--- config.mk ---
export PLATFORM = sky130hd
export DESIGN_NAME = id_ex_stage
export DESIGN_NICKNAME = d
export VERILOG_FILES = /design/src/rtl/cpu_pkg.sv /design/src/rtl/fwd_mux.sv /design/src/rtl/id_ex_stage.sv
export SDC_FILE = /design/constraint.sdc
export NUM_CORES = 1
export LEC_CHECK = 0
export CAP_MARGIN = 40
export CORE_MARGIN = 2
export CORE_UTILIZATION = 43
export DETAILED_ROUTE_END_ITERATION = 8
export PLACE_DENSITY = 0.77
export SETUP_SLACK_MARGIN = 0.15
export SYNTH_ARGS = -nofsm -noshare
export SYNTH_HDL_FRONTEND = slang
export SYNTH_HIERARCHICAL = 1
export SYNTH_SLANG_ARGS = --single-unit
export TNS_END_PERCENT = 100
--- constraint.sdc ---
create_clock -name clk -period 2.31 [get_ports clk]
set_input_delay 0.462 -clock clk [delete_from_list [all_inputs] [get_ports clk]]
set_output_delay 0.462 -clock clk [all_outputs]
set_load 0.005 [all_outputs]
--- src/rtl/cpu_pkg.sv ---
// -----------------------------------------------------------------------------
// cpu_pkg
//   Shared types and helpers for the CPU datapath slice.
//   - N, RA_W     : default datapath width and register address width
//   - alu_ctrl_t  : ALU operation encoding
//   - src_b_sel_t : ALU operand b source select
//   - id_ex_t     : fields captured by the ID/EX pipeline register
//   - fwd_match() : true when a writing pipeline stage targets a given register
// -----------------------------------------------------------------------------
package cpu_pkg;

    localparam int N    = 32;
    localparam int RA_W = 5;

    typedef enum logic [2:0] {
        ALU_AND = 3'b000,
        ALU_OR  = 3'b001,
        ALU_ADD = 3'b010,
        ALU_NOR = 3'b011,
        ALU_SLL = 3'b100,
        ALU_SRL = 3'b101,
        ALU_SUB = 3'b110
    } alu_ctrl_t;

    // Encoding 11 is reserved and behaves like SRC_B_RT.
    typedef enum logic [1:0] {
        SRC_B_RT    = 2'b00,
        SRC_B_IMM   = 2'b01,
        SRC_B_SHAMT = 2'b10,
        SRC_B_RSVD  = 2'b11
    } src_b_sel_t;

    typedef struct packed {
        logic [RA_W-1:0] rs_addr;
        logic [RA_W-1:0] rt_addr;
        logic [N-1:0]    rs_data;
        logic [N-1:0]    rt_data;
        logic [N-1:0]    imm;
        logic [4:0]      shamt;
        logic            src_a_sel;
        src_b_sel_t      src_b_sel;
        alu_ctrl_t       alu_ctrl;
        logic [RA_W-1:0] rd_addr;
        logic            reg_write;
    } id_ex_t;

    // Register 0 is hardwired to zero, so it never matches a forwarding source.
    function automatic logic fwd_match(input logic            wr,
                                       input logic [RA_W-1:0] rd,
                                       input logic [RA_W-1:0] addr);
        return wr && (rd == addr) && (addr != '0);
    endfunction

endpackage

--- src/rtl/fwd_mux.sv ---
// -----------------------------------------------------------------------------
// fwd_mux
//   Produces the forwarded value of one source register.
//   Priority: EX/MEM result > MEM/WB result > registered data; register 0
//   always reads 0.
//   Ports:
//     addr      in   source register address
//     reg_data  in   value captured from the register file
//     exm_*     in   EX/MEM write enable, destination, result
//     mwb_*     in   MEM/WB write enable, destination, result
//     fwd_data  out  forwarded operand value
// -----------------------------------------------------------------------------
module fwd_mux #(
    parameter int N    = cpu_pkg::N,
    parameter int RA_W = cpu_pkg::RA_W
) (
    input  logic [RA_W-1:0] addr,
    input  logic [N-1:0]    reg_data,
    input  logic            exm_wr,
    input  logic [RA_W-1:0] exm_rd,
    input  logic [N-1:0]    exm_data,
    input  logic            mwb_wr,
    input  logic [RA_W-1:0] mwb_rd,
    input  logic [N-1:0]    mwb_data,
    output logic [N-1:0]    fwd_data
);
    import cpu_pkg::*;

    // The zero check comes first so a stale regfile value held for r0 never leaks.
    always_comb begin
        if (addr == '0) begin
            fwd_data = '0;
        end else if (fwd_match(exm_wr, exm_rd, addr)) begin
            fwd_data = exm_data;
        end else if (fwd_match(mwb_wr, mwb_rd, addr)) begin
            fwd_data = mwb_data;
        end else begin
            fwd_data = reg_data;
        end
    end

endmodule

--- src/rtl/id_ex_stage.sv ---
// -----------------------------------------------------------------------------
// id_ex_stage
//   ID/EX pipeline register feeding the ALU. Accepts one decoded instruction
//   per cycle over valid/ready, registers operands and control, applies
//   EX/MEM and MEM/WB forwarding, and presents a, b and ctrl to the ALU.
//   Ports:
//     clk, rst_n              clock, asynchronous active-low reset
//     id_valid / id_ready     upstream handshake (id_ready = !ex_valid || ex_ready)
//     id_*                    decoded instruction fields and regfile reads
//     flush                   kill the held and the incoming instruction
//     exm_*, mwb_*            forwarding sources from EX/MEM and MEM/WB
//     ex_valid / ex_ready     downstream handshake
//     ex_a, ex_b, ex_ctrl     ALU operands and operation
//     ex_rd_addr, ex_reg_write destination info passed through
//     stall_cnt               saturating count of backpressured cycles
// -----------------------------------------------------------------------------
module id_ex_stage #(
    parameter int N      = cpu_pkg::N,
    parameter int RA_W   = cpu_pkg::RA_W,
    parameter int SCNT_W = 16
) (
    input  logic              clk,
    input  logic              rst_n,
    input  logic              id_valid,
    output logic              id_ready,
    input  logic [RA_W-1:0]   id_rs_addr,
    input  logic [RA_W-1:0]   id_rt_addr,
    input  logic [N-1:0]      id_rs_data,
    input  logic [N-1:0]      id_rt_data,
    input  logic [N-1:0]      id_imm,
    input  logic [4:0]        id_shamt,
    input  logic              id_src_a_sel,
    input  logic [1:0]        id_src_b_sel,
    input  logic [2:0]        id_alu_ctrl,
    input  logic [RA_W-1:0]   id_rd_addr,
    input  logic              id_reg_write,
    input  logic              flush,
    input  logic              exm_wr,
    input  logic [RA_W-1:0]   exm_rd,
    input  logic [N-1:0]      exm_data,
    input  logic              mwb_wr,
    input  logic [RA_W-1:0]   mwb_rd,
    input  logic [N-1:0]      mwb_data,
    output logic              ex_valid,
    input  logic              ex_ready,
    output logic [N-1:0]      ex_a,
    output logic [N-1:0]      ex_b,
    output logic [2:0]        ex_ctrl,
    output logic [RA_W-1:0]   ex_rd_addr,
    output logic              ex_reg_write,
    output logic [SCNT_W-1:0] stall_cnt
);
    import cpu_pkg::*;

    id_ex_t     held;
    logic       take;
    logic       hold;
    logic [N-1:0] fwd_rs;
    logic [N-1:0] fwd_rt;

    assign id_ready = !ex_valid || ex_ready;
    assign take     = id_valid && id_ready;
    assign hold     = ex_valid && !ex_ready;

    // Pipeline register. Flush wins over everything. On capture, a MEM/WB
    // write to the same register replaces the regfile read (same-cycle
    // write/read). While held, MEM/WB results are folded into the stored data
    // so the value is still correct after that instruction has retired.
    always_ff @(posedge clk or negedge rst_n) begin
        if (!rst_n) begin
            ex_valid <= 1'b0;
            held     <= '0;
        end else if (flush) begin
            ex_valid <= 1'b0;
        end else if (take) begin
            ex_valid       <= 1'b1;
            held.rs_addr   <= id_rs_addr;
            held.rt_addr   <= id_rt_addr;
            held.rs_data   <= fwd_match(mwb_wr, mwb_rd, id_rs_addr) ? mwb_data : id_rs_data;
            held.rt_data   <= fwd_match(mwb_wr, mwb_rd, id_rt_addr) ? mwb_data : id_rt_data;
            held.imm       <= id_imm;
            held.shamt     <= id_shamt;
            held.src_a_sel <= id_src_a_sel;
            held.src_b_sel <= src_b_sel_t'(id_src_b_sel);
            held.alu_ctrl  <= alu_ctrl_t'(id_alu_ctrl);
            held.rd_addr   <= id_rd_addr;
            held.reg_write <= id_reg_write;
        end else if (hold) begin
            if (fwd_match(mwb_wr, mwb_rd, held.rs_addr)) begin
                held.rs_data <= mwb_data;
            end
            if (fwd_match(mwb_wr, mwb_rd, held.rt_addr)) begin
                held.rt_data <= mwb_data;
            end
        end else begin
            ex_valid <= 1'b0;
        end
    end

    // Backpressure counter; sticks at all-ones instead of wrapping.
    always_ff @(posedge clk or negedge rst_n) begin
        if (!rst_n) begin
            stall_cnt <= '0;
        end else if (hold && (stall_cnt != '1)) begin
            stall_cnt <= stall_cnt + 1'b1;
        end
    end

    fwd_mux #(.N(N), .RA_W(RA_W)) u_fwd_rs (
        .addr     (held.rs_addr),
        .reg_data (held.rs_data),
        .exm_wr   (exm_wr),
        .exm_rd   (exm_rd),
        .exm_data (exm_data),
        .mwb_wr   (mwb_wr),
        .mwb_rd   (mwb_rd),
        .mwb_data (mwb_data),
        .fwd_data (fwd_rs)
    );

    fwd_mux #(.N(N), .RA_W(RA_W)) u_fwd_rt (
        .addr     (held.rt_addr),
        .reg_data (held.rt_data),
        .exm_wr   (exm_wr),
        .exm_rd   (exm_rd),
        .exm_data (exm_data),
        .mwb_wr   (mwb_wr),
        .mwb_rd   (mwb_rd),
        .mwb_data (mwb_data),
        .fwd_data (fwd_rt)
    );

    // Operand selection; shifts take their value from rt on port a.
    always_comb begin
        ex_a = held.src_a_sel ? fwd_rt : fwd_rs;
        case (held.src_b_sel)
            SRC_B_IMM:   ex_b = held.imm;
            SRC_B_SHAMT: ex_b = {{(N-5){1'b0}}, held.shamt};
            default:     ex_b = fwd_rt;
        endcase
    end

    assign ex_ctrl      = held.alu_ctrl;
    assign ex_rd_addr   = held.rd_addr;
    assign ex_reg_write = held.reg_write;

endmodule

==> flow_summary.json, run 1 <==
{
  "finalClockSkew_ps": 8.80,
  "nets": 1499,
  "hold_viol": 0,
  "violations": "setup timing",
  "yosysWarnings": 6,
  "crit_required_ps": 1850,
  "synth-seq-area-share": 0.366,
  "stdcell_count": 1587,
  "start_util": 0.439,
  "rsz0062_at_grt": "yes",
  "fillers": 1488,
  "cp_max_fo": 6,
  "routedWlPerCell_um": 25.7,
  "cts_buffers": 17,
  "htree_num_levels": 4,
  "setup_slack_ps": -1080,
  "clk_latency_ps": 440,
  "yosys-top-cells-count": "140 x dfrtp_1, 128 x mux2_2, 70 x nand3_1",
  "cts_root_buf": "clkbuf_16",
  "firstDrtPassIters": 8,
  "synth_top_cell_by_area": "dfrtp_1",
  "antenna_found_initial": 4,
  "fmax_mhz": 295,
  "synth_edf_count": 0,
  "rows": 54,
  "reg2reg_to": "held[110]",
  "grt_first_pass_wirelength_um": 60100,
  "dp_slack_ps": -1120,
  "drive_above_1_share": 0.424,
  "yosysMostFrequentCell": "dfrtp_1",
  "cts_sinks": 140,
  "ir_worst_vdd_v": 0.000567,
  "path_class": "register to output port",
  "yosys-top-cells-area": "dfrtp_1 37%, mux2_2 15%, mux2_4 9.4%",
  "multiInputGateArea_um2": 6370,
  "drt_iter0_drc": 1180,
  "num_vias": 10000,
  "syn_nets": 1101,
  "regArea_um2": 3510,
  "cts_tree": "done",
  "reg2reg_slack_ps": 180,
  "fin_crit_sh": 1.47,
  "tightest_slew_ps": 527,
  "die_w_um": 153,
  "cts.path.max_buffers": 2,
  "place.gp.congestion": 0.916,
  "layout_min_cycle_time_ps": 3390,
  "hpwlAfterDp_um": 25500,
  "track_usage": 0.330,
  "netlist_instances": 894,
  "first_global_vias": 10400,
  "reg2reg_from": "ex_valid",
  "gr-total-overflow": 0,
  "synth_top_area_frac": 0.366,
  "core-area_um2": 21800,
  "routed_via_density": 6.33,
  "end_kind": "output port",
  "worstRegToRegCells": 10,
  "io-pin-count": 295,
  "syn_area_um2": 9580,
  "clkTransAtPathRegs_ps": 70,
  "ant_nets": 0,
  "die_area_um2": 23500,
  "ys_types": 43,
  "critPathLaunch": "held[115]",
  "crit_arrival_ps": 2930,
  "syn_to_final_growth_pct": 63.5,
  "synth-seq-cells": 140,
  "drt_wl_total_um": 40800,
  "slew_violations": 0,
  "dp.cells": 1490,
  "powerDensity_nw_per_um2": 713,
  "grt_max_degree": 58,
  "crit_path_start_kind": "register",
  "setup-violations-final": 64,
  "die_h_um": 153,
  "power_leakage_nw": 6.53,
  "synth_area_per_cell_um2": 10.7,
  "ys.flop_type": "dfrtp_1",
  "cap_viol_max_count": 0,
  "relSlewSlack": 0.646,
  "async_flop_share": 1.00,
  "placement.io_buffers": 294,
  "status": "finished with violations",
  "drc": 0,
  "hp-class": "input pin to async pin"
}
==> through the flow <==
| stage | util | cell area, um^2 | hold WS (ps) | power (W) | setup TNS (ps) |
|---|---|---|---|---|---|
| after CTS | 0.706 | 15400 | 503 | 0.0109 | -60700 |
| after floorplan | - | 9710 | 166 | 0.00542 | -9620 |
| after global placement | 0.629 | 13700 | 386 | 0.00780 | -94420 |
| final | 0.718 | 15700 | 496 | 0.0112 | -58310 |
| after global routing | 0.718 | 15700 | 515 | 0.0116 | -62330 |
| after detailed placement | 0.629 | 13700 | 393 | 0.00786 | -98260 |
==> worst max path at each step <==
stage / cells after the start / slack, ps / to
2_1_floorplan: 8 / -190 / ex_a[27]
3_3_place_gp: 9 / -1070 / ex_a[0]
3_5_place_dp: 9 / -1120 / ex_b[2]
4_1_cts: 10 / -1150 / ex_b[23]
5_1_grt: 11 / -1130 / ex_a[7]
6_report: 11 / -1080 / ex_a[7]
==> final cells by class <==
type	count	area share
Multi-Input combinational cell	654	0.406
Timing Repair Buffer	474	0.310
Sequential cell	140	0.224
Clock buffer	17	0.0271
Tap cell	280	0.0224
Clock inverter	15	0.00894
Inverter	5	0.00120
Antenna cell	2	0.000319
==> routing by layer <==
metal  vias to the layer above  global-route usage  share of wire
met5                         -                   0        0.00076
met1                      4896               0.417           0.38
li1                       4209                   -              -
met3                       160              0.0958           0.11
met2                       773               0.518           0.45
met4                         4               0.160          0.048
==> kinds of logic after synthesis <==
kind of cell | count (synthesis) | share of synthesized area
muxes | 218 | 0.280
DFF | 140 | 0.366
AOI/OAI and AO/OA | 245 | 0.172
adders and majority gates | 3 | 0.00392
xor gates and xnor gates | 51 | 0.0466
and+or+nand+nor | 137 | 0.0777
buffers and inverters | 100 | 0.0550
==> worst max-delay path: stages (launching register included) <==
cell	delay (ps)
dfrtp_1	380
or4_4	530
or2_1	250
or3b_4	300
buf_12	140
buf_16	120
buf_6	110
buf_6	90
buf_6	80
a31oi_4	80
mux2_4	290
buf_6	120
==> sequential cells by signal, indices dropped and copies added (netlist names) <==
register and flops:
ex_rd_addr 5, ex_ctrl 3, ex_valid 1, ex_reg_write 1, stall_cnt 16, held 114
==> where the power goes <==
part	internal, W	switching (W)	total [W]
sequential	0.00290	0.000316	0.00322
clock	0.00144	0.00131	0.00274
combinational	0.00290	0.00231	0.00520
==> placed cells by master, fill, tap and decap left out, types with 28 or more instances in the layout <==
cell,n
mux2_2,91
dfrtp_1,138
xnor2_1,30
mux2_4,110
buf_6,54
clkdlybuf4s50_1,215
buf_12,34
a31oi_1,35
o21ai_0,48
buf_4,98
nand3_1,67
o31ai_1,64
a31oi_4,28
==> repair_timing <==
action                     in CTS  in global routing
hold buffers                    1                  0
setup endpoints to repair     129                118
hold endpoints to repair       32                  0
gates resized for setup       349                 86
pin swaps                      35                 35
gates cloned                    9                  1
buffers inserted               40                 12
No activity file was read; power rests on OpenSTA's default activity.
==> run 2, diff against run 1 <==
==> constraint.sdc (replaced) <==
create_clock -name clk -period 2.31 [get_ports clk]
set_input_delay 0.462 -clock clk [delete_from_list [all_inputs] [get_ports clk]]
set_output_delay 0.462 -clock clk [all_outputs]
set_load 0.05 [all_outputs]
==> run 2 against run 1 <==
The run still ends with setup timing left. Core utilization decreased by 1.3 points. Clock power increased by 5%. Register-to-register slack got worse by 20 ps. Final area decreased by 1.9%. Critical path type unchanged. Critical endpoint is now ex_a[1]. Largest cell class unchanged. Largest power group unchanged.
==> flow_summary.json, run 2 (synthesis results as in run 1) <==
{
  "largest_register_ff_count": 114,
  "num_vias": 9550,
  "routedWlPerCell_um": 25.2,
  "drive_above_1_share": 0.395,
  "setup-violations-final": 64,
  "rsz0062_at_grt": "yes",
  "multiInputGateArea_um2": 6050,
  "relSlewSlack": 0.637,
  "antenna_found_initial": 7,
  "power_leakage_nw": 6.40,
  "crit_path_start_kind": "register",
  "clk_latency_ps": 430,
  "fillers": 1482,
  "die_w_um": 153,
  "path_class": "register to output port",
  "slew_violations": 0,
  "placement.io_buffers": 294,
  "crit_arrival_ps": 2790,
  "io-pin-count": 295,
  "cts.path.max_buffers": 2,
  "syn_to_final_growth_pct": 60.5,
  "htree_num_levels": 4,
  "layout_commonest_cell": "clkdlybuf4s50_1",
  "finalClockSkew_ps": 10.5,
  "cts_root_buf": "clkbuf_16",
  "dp_slack_ps": -848,
  "reg2reg_from": "held[118]",
  "drt_iter0_drc": 1053,
  "status": "finished with violations",
  "rows": 54,
  "hpwlAfterDp_um": 25500,
  "grt_first_pass_wirelength_um": 57300,
  "dp.cells": 1475,
  "cap_viol_max_count": 0,
  "fin_crit_sh": 1.41,
  "mostFrequentLayoutCells": "200 x clkdlybuf4s50_1, 135 x dfrtp_1, 97 x mux2_2",
  "grt_max_degree": 76,
  "reg2reg_slack_ps": 160,
  "drc": 0,
  "core-area_um2": 21800,
  "cts_buffers": 17,
  "worstRegToRegCells": 8,
  "violations": "setup timing",
  "ir_worst_vdd_v": 0.000650,
  "start_util": 0.439,
  "place.gp.congestion": 0.876,
  "routed_via_density": 6.26,
  "cts_hold_buf": 0,
  "die_area_um2": 23500,
  "track_usage": 0.313,
  "firstDrtPassIters": 6,
  "clkTransAtPathRegs_ps": 70,
  "reg2reg_to": "held[96]",
  "ant_nets": 0,
  "powerDensity_nw_per_um2": 885,
  "cp_max_fo": 22,
  "cts_tree": "done",
  "end_kind": "output port",
  "layout_min_cycle_time_ps": 3250,
  "gr-total-overflow": 0,
  "die_h_um": 153,
  "tightest_slew_ps": 542,
  "fmax_mhz": 307,
  "top_register": "held",
  "hp-class": "input pin to async pin",
  "regArea_um2": 3510,
  "hold_viol": 0,
  "tns_ps": -54860,
  "setup_slack_ps": -943,
  "nets": 1434,
  "first_global_vias": 9799,
  "cts_sinks": 140,
  "drt_wl_total_um": 38400,
  "stdcell_count": 1525,
  "crit_required_ps": 1850
}
## run 2: changes by cell type in the layout (fill, tap and decap cells not counted), sizes merged
cell | previous run | this run
inv | 17 | 11
dlygate4sd3 | 1 | 0
diode | 2 | 5
dlymetal6s2s | 1 | 9
bufbuf | 0 | 1
clkdlybuf4s15 | 1 | 0
dlygate4sd2 | 12 | 19
bufinv | 0 | 2
clkinv | 3 | 4
clkinvlp | 0 | 3
clkbuf | 38 | 20
buf | 223 | 177
clkdlybuf4s50 | 215 | 200
## run 2: power by group
part / switching, W / internal, W
combinational: 0.00394 / 0.00359
sequential: 0.000304 / 0.00291
clock: 0.00124 / 0.00163
## run 2: worst max-delay path by stage
stage               endpoint      start  slack (ps)  depth (start not counted)
detailed placement  ex_b[18]  exm_rd[2]        -850                          8
CTS                  ex_a[1]  held[117]        -920                          8
global placement    ex_b[18]  exm_rd[4]        -830                          8
floorplan           ex_a[27]  held[117]        -280                          8
finish               ex_a[1]  held[117]        -940                          8
global route         ex_a[4]  held[117]        -990                          8
## run 2: critical path, stage by stage (launching register included)
cell and delay [ps]:
dfrtp_1 380, or4_4 570, or2_1 240, or3b_4 260, buf_12 180, a31oi_2 100, buf_4 160, mux2_4 290
buf_12 160
## run 2: routing by layer
layer | vias up | GRT usage | wire, um
met5 | - | 0 | 0
met3 | 155 | 0.0972 | 4540
li1 | 4078 | - | -
met4 | 0 | 0.156 | 2000
met1 | 4600 | 0.393 | 14700
met2 | 717 | 0.488 | 17200
## run 2: layout make-up
class,count,area share
antenna,5,0.000814
clock buffer,17,0.0277
clock inverter,15,0.0116
inverter,5,0.00155
multi-input combinational,654,0.393
sequential,140,0.228
tap,280,0.0228
timing repair buffer,409,0.314
## run 2: stage by stage
stage	power, W	util	area (um^2)	hold slack (ps)
finish	0.0136	0.705	15400	12.1
floorplan	0.00722	-	9850	166
detailed placement	0.0105	0.653	14300	487
global route	0.0141	0.705	15400	37.0
global placement	0.0104	0.653	14300	484
CTS	0.0135	0.693	15100	32.0
## run 2: what timing repair did
item / in CTS / in global routing
resized for setup: 61 / 34
buffers inserted: 1 / 5
pin swaps: 6 / 12
endpoints found under the setup margin: 141 / 131
cloned: 4 / 3
